[src/rtl/mmul_sequencer.sv]
// Control sequencer for one NxN systolic matrix-multiply pass:
// clear accumulators, inject rows, wait out the pipeline, drain results.
module mmul_sequencer #(
   parameter int N         = 4,
   parameter int LATENCY   = 11,
   parameter int CNT_WIDTH = 16
) (
   input  logic                   clk,
   input  logic                   reset,
   input  logic                   start,
   output logic                   busy,
   output logic                   done,
   output logic                   clear_acc,
   output logic                   dp_enable,
   output logic                   in_valid,
   output logic [$clog2(N)-1:0]   in_row,
   output logic                   out_valid,
   input  logic                   out_ready,
   output logic [$clog2(N)-1:0]   out_row,
   output logic [CNT_WIDTH-1:0]   pass_count
);

   localparam int RW = $clog2(N);
   localparam int WW = $clog2(LATENCY + 1);
   localparam logic [RW-1:0] ROW_LAST  = RW'(N - 1);
   localparam logic [WW-1:0] WAIT_LAST = WW'(LATENCY - 1);

   typedef enum logic [2:0] {
      S_IDLE,
      S_CLEAR,
      S_LOAD,
      S_WAIT,
      S_DRAIN,
      S_DONE
   } state_t;

   state_t                 r_state;
   state_t                 w_next;
   logic [RW-1:0]          r_row;
   logic [WW-1:0]          r_wait;
   logic [CNT_WIDTH-1:0]   r_pass;
   logic                   w_row_last;
   logic                   w_wait_last;

   assign w_row_last  = (r_row == ROW_LAST);
   assign w_wait_last = (r_wait == WAIT_LAST);

   always_comb begin
      w_next = r_state;
      unique case (r_state)
         S_IDLE:  if (start) w_next = S_CLEAR;
         S_CLEAR: w_next = S_LOAD;
         S_LOAD:  if (w_row_last) w_next = S_WAIT;
         S_WAIT:  if (w_wait_last) w_next = S_DRAIN;
         S_DRAIN: if (out_ready && w_row_last) w_next = S_DONE;
         S_DONE:  w_next = S_IDLE;
         default: w_next = S_IDLE;
      endcase
   end

   always_ff @(posedge clk) begin
      if (reset) begin
         r_state <= S_IDLE;
         r_row   <= '0;
         r_wait  <= '0;
         r_pass  <= '0;
      end else begin
         r_state <= w_next;
         unique case (r_state)
            S_LOAD:  r_row <= w_row_last ? '0 : r_row + RW'(1);
            S_DRAIN: begin
               if (out_ready)
                  r_row <= w_row_last ? '0 : r_row + RW'(1);
            end
            default: r_row <= '0;
         endcase
         if (r_state == S_WAIT)
            r_wait <= r_wait + WW'(1);
         else
            r_wait <= '0;
         if (r_state == S_DONE)
            r_pass <= r_pass + CNT_WIDTH'(1);
      end
   end

   // A stalled consumer freezes the whole datapath in DRAIN.
   always_comb begin
      busy      = (r_state != S_IDLE);
      done      = 1'b0;
      clear_acc = 1'b0;
      dp_enable = 1'b0;
      in_valid  = 1'b0;
      in_row    = '0;
      out_valid = 1'b0;
      out_row   = '0;
      unique case (r_state)
         S_CLEAR: begin
            clear_acc = 1'b1;
            dp_enable = 1'b1;
         end
         S_LOAD: begin
            dp_enable = 1'b1;
            in_valid  = 1'b1;
            in_row    = r_row;
         end
         S_WAIT:  dp_enable = 1'b1;
         S_DRAIN: begin
            dp_enable = out_ready;
            out_valid = 1'b1;
            out_row   = r_row;
         end
         S_DONE:  done = 1'b1;
         default: ;
      endcase
   end

   assign pass_count = r_pass;

endmodule

[config.mk]
export PLATFORM = sky130hd
export DESIGN_NAME = mmul_sequencer
export DESIGN_NICKNAME = d
export VERILOG_FILES = /design/src/rtl/mmul_sequencer.sv
export SDC_FILE = /design/constraint.sdc
export NUM_CORES = 1
export LEC_CHECK = 0
export BUFFER_PORTS_ARGS = -buffer_cell sky130_fd_sc_hd__buf_4
export CORE_UTILIZATION = 56
export CTS_CLUSTER_DIAMETER = 50
export DETAILED_ROUTE_END_ITERATION = 16
export PLACE_DENSITY = 0.8
export RECOVER_POWER = 50
export SLEW_MARGIN = 20
export SYNTH_ARGS = -nofsm -noshare
export SYNTH_HDL_FRONTEND = slang
export SYNTH_SLANG_ARGS = --single-unit
[constraint.sdc]
create_clock -name clk -period 2.95 [get_ports clk]
set_clock_uncertainty 0.05 [all_clocks]
set_input_delay 0.1475 -clock clk [delete_from_list [all_inputs] [get_ports clk]]
set_output_delay 0.1475 -clock clk [all_outputs]
set_load 0.01 [all_outputs]
* Yosys cells after proc, flatten, opt, wreduce, memory -nomap -nowiden *
Index checks and enable logic that the tools add are counted.

word-level totals
  latch bits = 0
  bits in writable memories = 0
  input port bits = 4
  register bits after elaboration = 25
  output and inout bits = 26
  bits in read-only memories = 0
  word-level logic and storage cells = 41
  memories = 0

cells by class
  shifts and indexed selects = 0
  reductions and logical operators = 6
  eq/ne operators = 12
  order comparisons = 0
  $add $sub $neg = 3
  multiply operators = 0
  div/mod/pow operators = 0
  muxes and demuxes = 15
  bitwise gates (word level) = 1

operator list
  cell                                                 count
  adder 16 x 1 -> 16 bit, second input constant        1
  one-hot mux 3 bit (5 select lines)                   1
  two-way mux 3 bit                                    4
  != test 2 bit, second input constant                 5
  two-way mux 2 bit                                    4
  equality test 3 x 2 -> 1 bit, second input constant  2
  equality test 3 bit, second input constant           2
  adder 4 x 1 -> 4 bit, second input constant          1
  equality test 4 bit, second input constant           1
  two-way mux 1 bit                                    4
  one-hot mux 2 bit (2 select lines)                   1
  AND reduction 4 bit                                  1
  equality test 3 x 1 -> 1 bit, second input constant  1
  zero test 3 bit                                      1
  nonzero test 3 bit                                   1
  OR reduction 3 bit                                   1
  adder 2 x 1 -> 2 bit, second input constant          1
  equality test 2 bit, second input constant           1
  one-hot mux 1 bit (2 select lines)                   1
  OR reduction 2 bit                                   1
  logical AND 1 bit                                    1
  NOT 1 bit                                            1

* Logic depth before layout (Yosys ltp) *
  depth in word-level cells = 4
  mapped depth = 6

* Worst setup path before layout *
OpenSTA, ideal clock, no wires.

  kind = register to register
  from = register r_pass[4] (netlist: pass_count[4])
  to = register r_pass[15] (netlist: pass_count[15])
  setup time = 0.070 ns
  stages on the path, launching flop included = 5
  arrival = 1.604 ns
  setup slack = 1.226 ns
  clock period less this slack = 1.724 ns
  path through = dfxtp_1 > nand4_2 > or4_4 > or3_1 > a21oi_1

on the way
  word-level cells in the longest chain between the ends = 1

RTL lines
  element                 RTL line  text
  start, declared         41        logic [CNT_WIDTH-1:0] r_pass;
  start signal, assigned  82        r_pass <= r_pass + CNT_WIDTH'(1);
  adder 16 x 1 -> 16 bit  82

No other way between the ends.
A chain may end at the register's enable or synchronous reset.

* Worst setup path after layout *
  from = register r_state[1]
  to = output port in_row[0]

on the way
  word-level cells in the longest chain between the ends = 2

RTL lines
  element                       RTL line  text
  start, declared               37        state_t r_state;
  start signal, assigned        68        r_state <= w_next;
  equality test 3 x 2 -> 1 bit  96        unique case (r_state)
  two-way mux 2 bit             96
  end, declared                 16        output logic [$clog2(N)-1:0] in_row,

No other way between the ends.

==> metrics.txt <==
Slew HR=0.736; number of core rows=16; pin count of the biggest net entering global routing=23; Slowest Stage Delay on Critical Path=0.47 ns; Total GRT Usage=0.226; TritonCTS Buffers=3; CP bufs+invs=1; Synth Cell Area=1240 um2; Pwr per Cell Area=395 nW/um2; Root Driver=clkbuf_4; Die Area=2400 um2; critical path cell sequence=nor2b_1, nor2b_1, and2_1, buf_4; # hold bufs at CTS=0; Worst Hold Class=input pin to flip-flop; Fin. Hold Viols=0; vias=1113; Critical Path RT=2.75 ns; Worst EP arrival=1.80 ns; #FFs+latches synth=25; RSZ-0062 raised after global routing=no; crit path max fanout=8; Post-synth top cells=dfxtp_1, nor2_1, a21oi_1; Port Buffer Count=29; Iter 0 DRT Violations=29; RePlAce Congestion=0.866; Worst Path Class, Setup=flip-flop to output pin; Post-synth EDFFs=0; CP delay by family, top=simple AND/OR/NAND/NOR gates; slowest stage cell, crit path=dfxtp_1; final setup margin=0.955 ns; Clk network pwr share=0.275; Mean Syn Cell Area=8.53 um2; # DRC=0; later-pin clock latency in the skew report=0.32 ns; WL final=2480 um; TNS Setup=0 ns; Peak supply drop=331 uV; layout net count=180; unique cell type count in the Yosys netlist=35; Post-DRT Antenna Nets=0; combinational power share=0.096; number of max-cap violations=0; area share of the largest cell type after synthesis=0.405; Avg Vias per Cell=5.62; Post-synth ARST share=0; # setup viols final=0; Post-Syn Instances=145; Worst-path clk slew=0.14 ns; Flop pwr share=0.629; Chip Height=49.0 um; # resized after CTS=0; count leader, synth=dfxtp_1; Inserted Diodes=0; Core Area=2020 um2; P&R area growth vs syn=14.5%; Critical Path Sink Type=output pin; status=completed; Yosys warnings=0; clock tree from TritonCTS=yes; Net Sw Frac=0.251; Least-Margin Pin Slew=0.395 ns; post-synthesis net count=153; sw power=0.000140 W; commonest register cell after synthesis=dfxtp_1; Pins Over Slew Limit=0; DP Worst Slack=1.17 ns; fin crit period=1.99 ns; vias in the first global route=988; period utilization=0.676; # Post-CTS Setup Buffers=0; crit start category=flip-flop; initial antenna violation count=0; boundary pin count=30; Synth area leaders=dfxtp_1, nor2_1, a21oi_1; Top cell by count, worst path=nor2b_1; sequential element share of the synthesized area=0.405; clk buf depth=2; drt wl/cell=12.5 um; clock sink count=25; Leak=0.531 nW; Die Wd=49.0 um; global-route wire length before repair=4240 um; drt pass-1 iters=4; most area-hungry cell type in the Yosys netlist=dfxtp_1; FMAX=0.501 GHz; H-tree depth=1; detailed placer's ending HPWL=1810 um; Fin Hold WS=0.0950 ns; Starting Density=0.611; layout cells sized above 1=0.146; Int Power=0.000419 W; global route overflow=0
==> per-stage QoR <==
step / instances / area, um2 / total power, W / utilization
finish: 198 / 1420 / 0.000559 / 0.700
global route: 198 / 1420 / 0.000582 / 0.700
global placement: 194 / 1460 / 0.000415 / 0.722
floorplan: 145 / 1240 / 0.000392 / -
detailed placement: 194 / 1460 / 0.000415 / 0.722
CTS: 198 / 1490 / 0.000568 / 0.736
==> flip-flops by register name (all words and copies together), names as in the netlist <==
name and flops:
pass_count 16, r_row 2, r_state 3, r_wait 4
==> layout make-up <==
cell class | instances | area (um2)
Sequential cell | 25 | 500
Inverter | 6 | 22.5
Multi-Input combinational cell | 107 | 673
Fill cell | 178 | 607
Clock inverter | 1 | 5.00
Clock buffer | 3 | 22.5
Timing Repair Buffer | 29 | 158
Tap cell | 27 | 33.8
==> power by group through the flow <==
stage	clock network, W	registers, W	logic (W)
final	0.000154	0.000352	0.0000539
after detailed placement	0	0.000360	0.0000553
after floorplan	0	0.000355	0.0000368
after global routing	0.000168	0.000354	0.0000596
after global placement	0	0.000360	0.0000551
after CTS	0.000160	0.000353	0.0000553
==> logic make-up (layout without fill, tap and decap cells) <==
group,after synthesis,after routing,synth area share
buf+inv,13,39,0.0405
fa+ha+maj,4,4,0.0405
xor+xnor,9,9,0.0638
flops,25,25,0.405
simple gates,68,68,0.323
compound gates,24,24,0.109
mux,2,2,0.0182
==> cell usage in the layout, fill, tap and decap left out, types with 2 or more instances in the layout <==
cell	n
mux2_2	2
xor2_1	5
nand4_2	2
or2_1	2
ha_1	4
nor2_1	15
inv_1	6
nor2b_1	4
o31ai_1	2
clkbuf_4	3
xnor2_1	4
dfxtp_1	25
and3_1	2
and2_1	2
a22oi_1	2
o21ai_0	7
nand3_1	9
nor3_1	4
or4_1	3
nand2_1	9
a21oi_1	10
clkbuf_1	16
a31oi_1	2
or3_1	6
buf_4	13
nand3b_1	2
==> worst paths after layout <==
check | from | end | slack (ns) | cells past startpoint
max reg2reg | r_state[0] | pass_count[11] | 1.04 | 4
min reg2reg | r_wait[0] | r_wait[0] | 0.43 | 1
max | r_state[1] | in_row[0] | 0.96 | 4
min | reset | pass_count[15] | 0.09 | 2
==> worst register-to-register path: cells and delay by family (launching register included) <==
kind	cells	cell delay, ns
AO/OA/AOI/OAI	1	0.14
flip-flops	1	0.57
AND/OR/NAND/NOR	3	1.09
==> layer usage <==
metal | vias to the layer above | share of wire | track usage
li1 | 562 | - | -
met2 | 28 | 0.49 | 0.375
met5 | - | 0 | 0
met4 | 0 | 0.0032 | 0.0735
met3 | 2 | 0.045 | 0.0405
met1 | 521 | 0.46 | 0.295
Power figures use the tool's default switching activity.
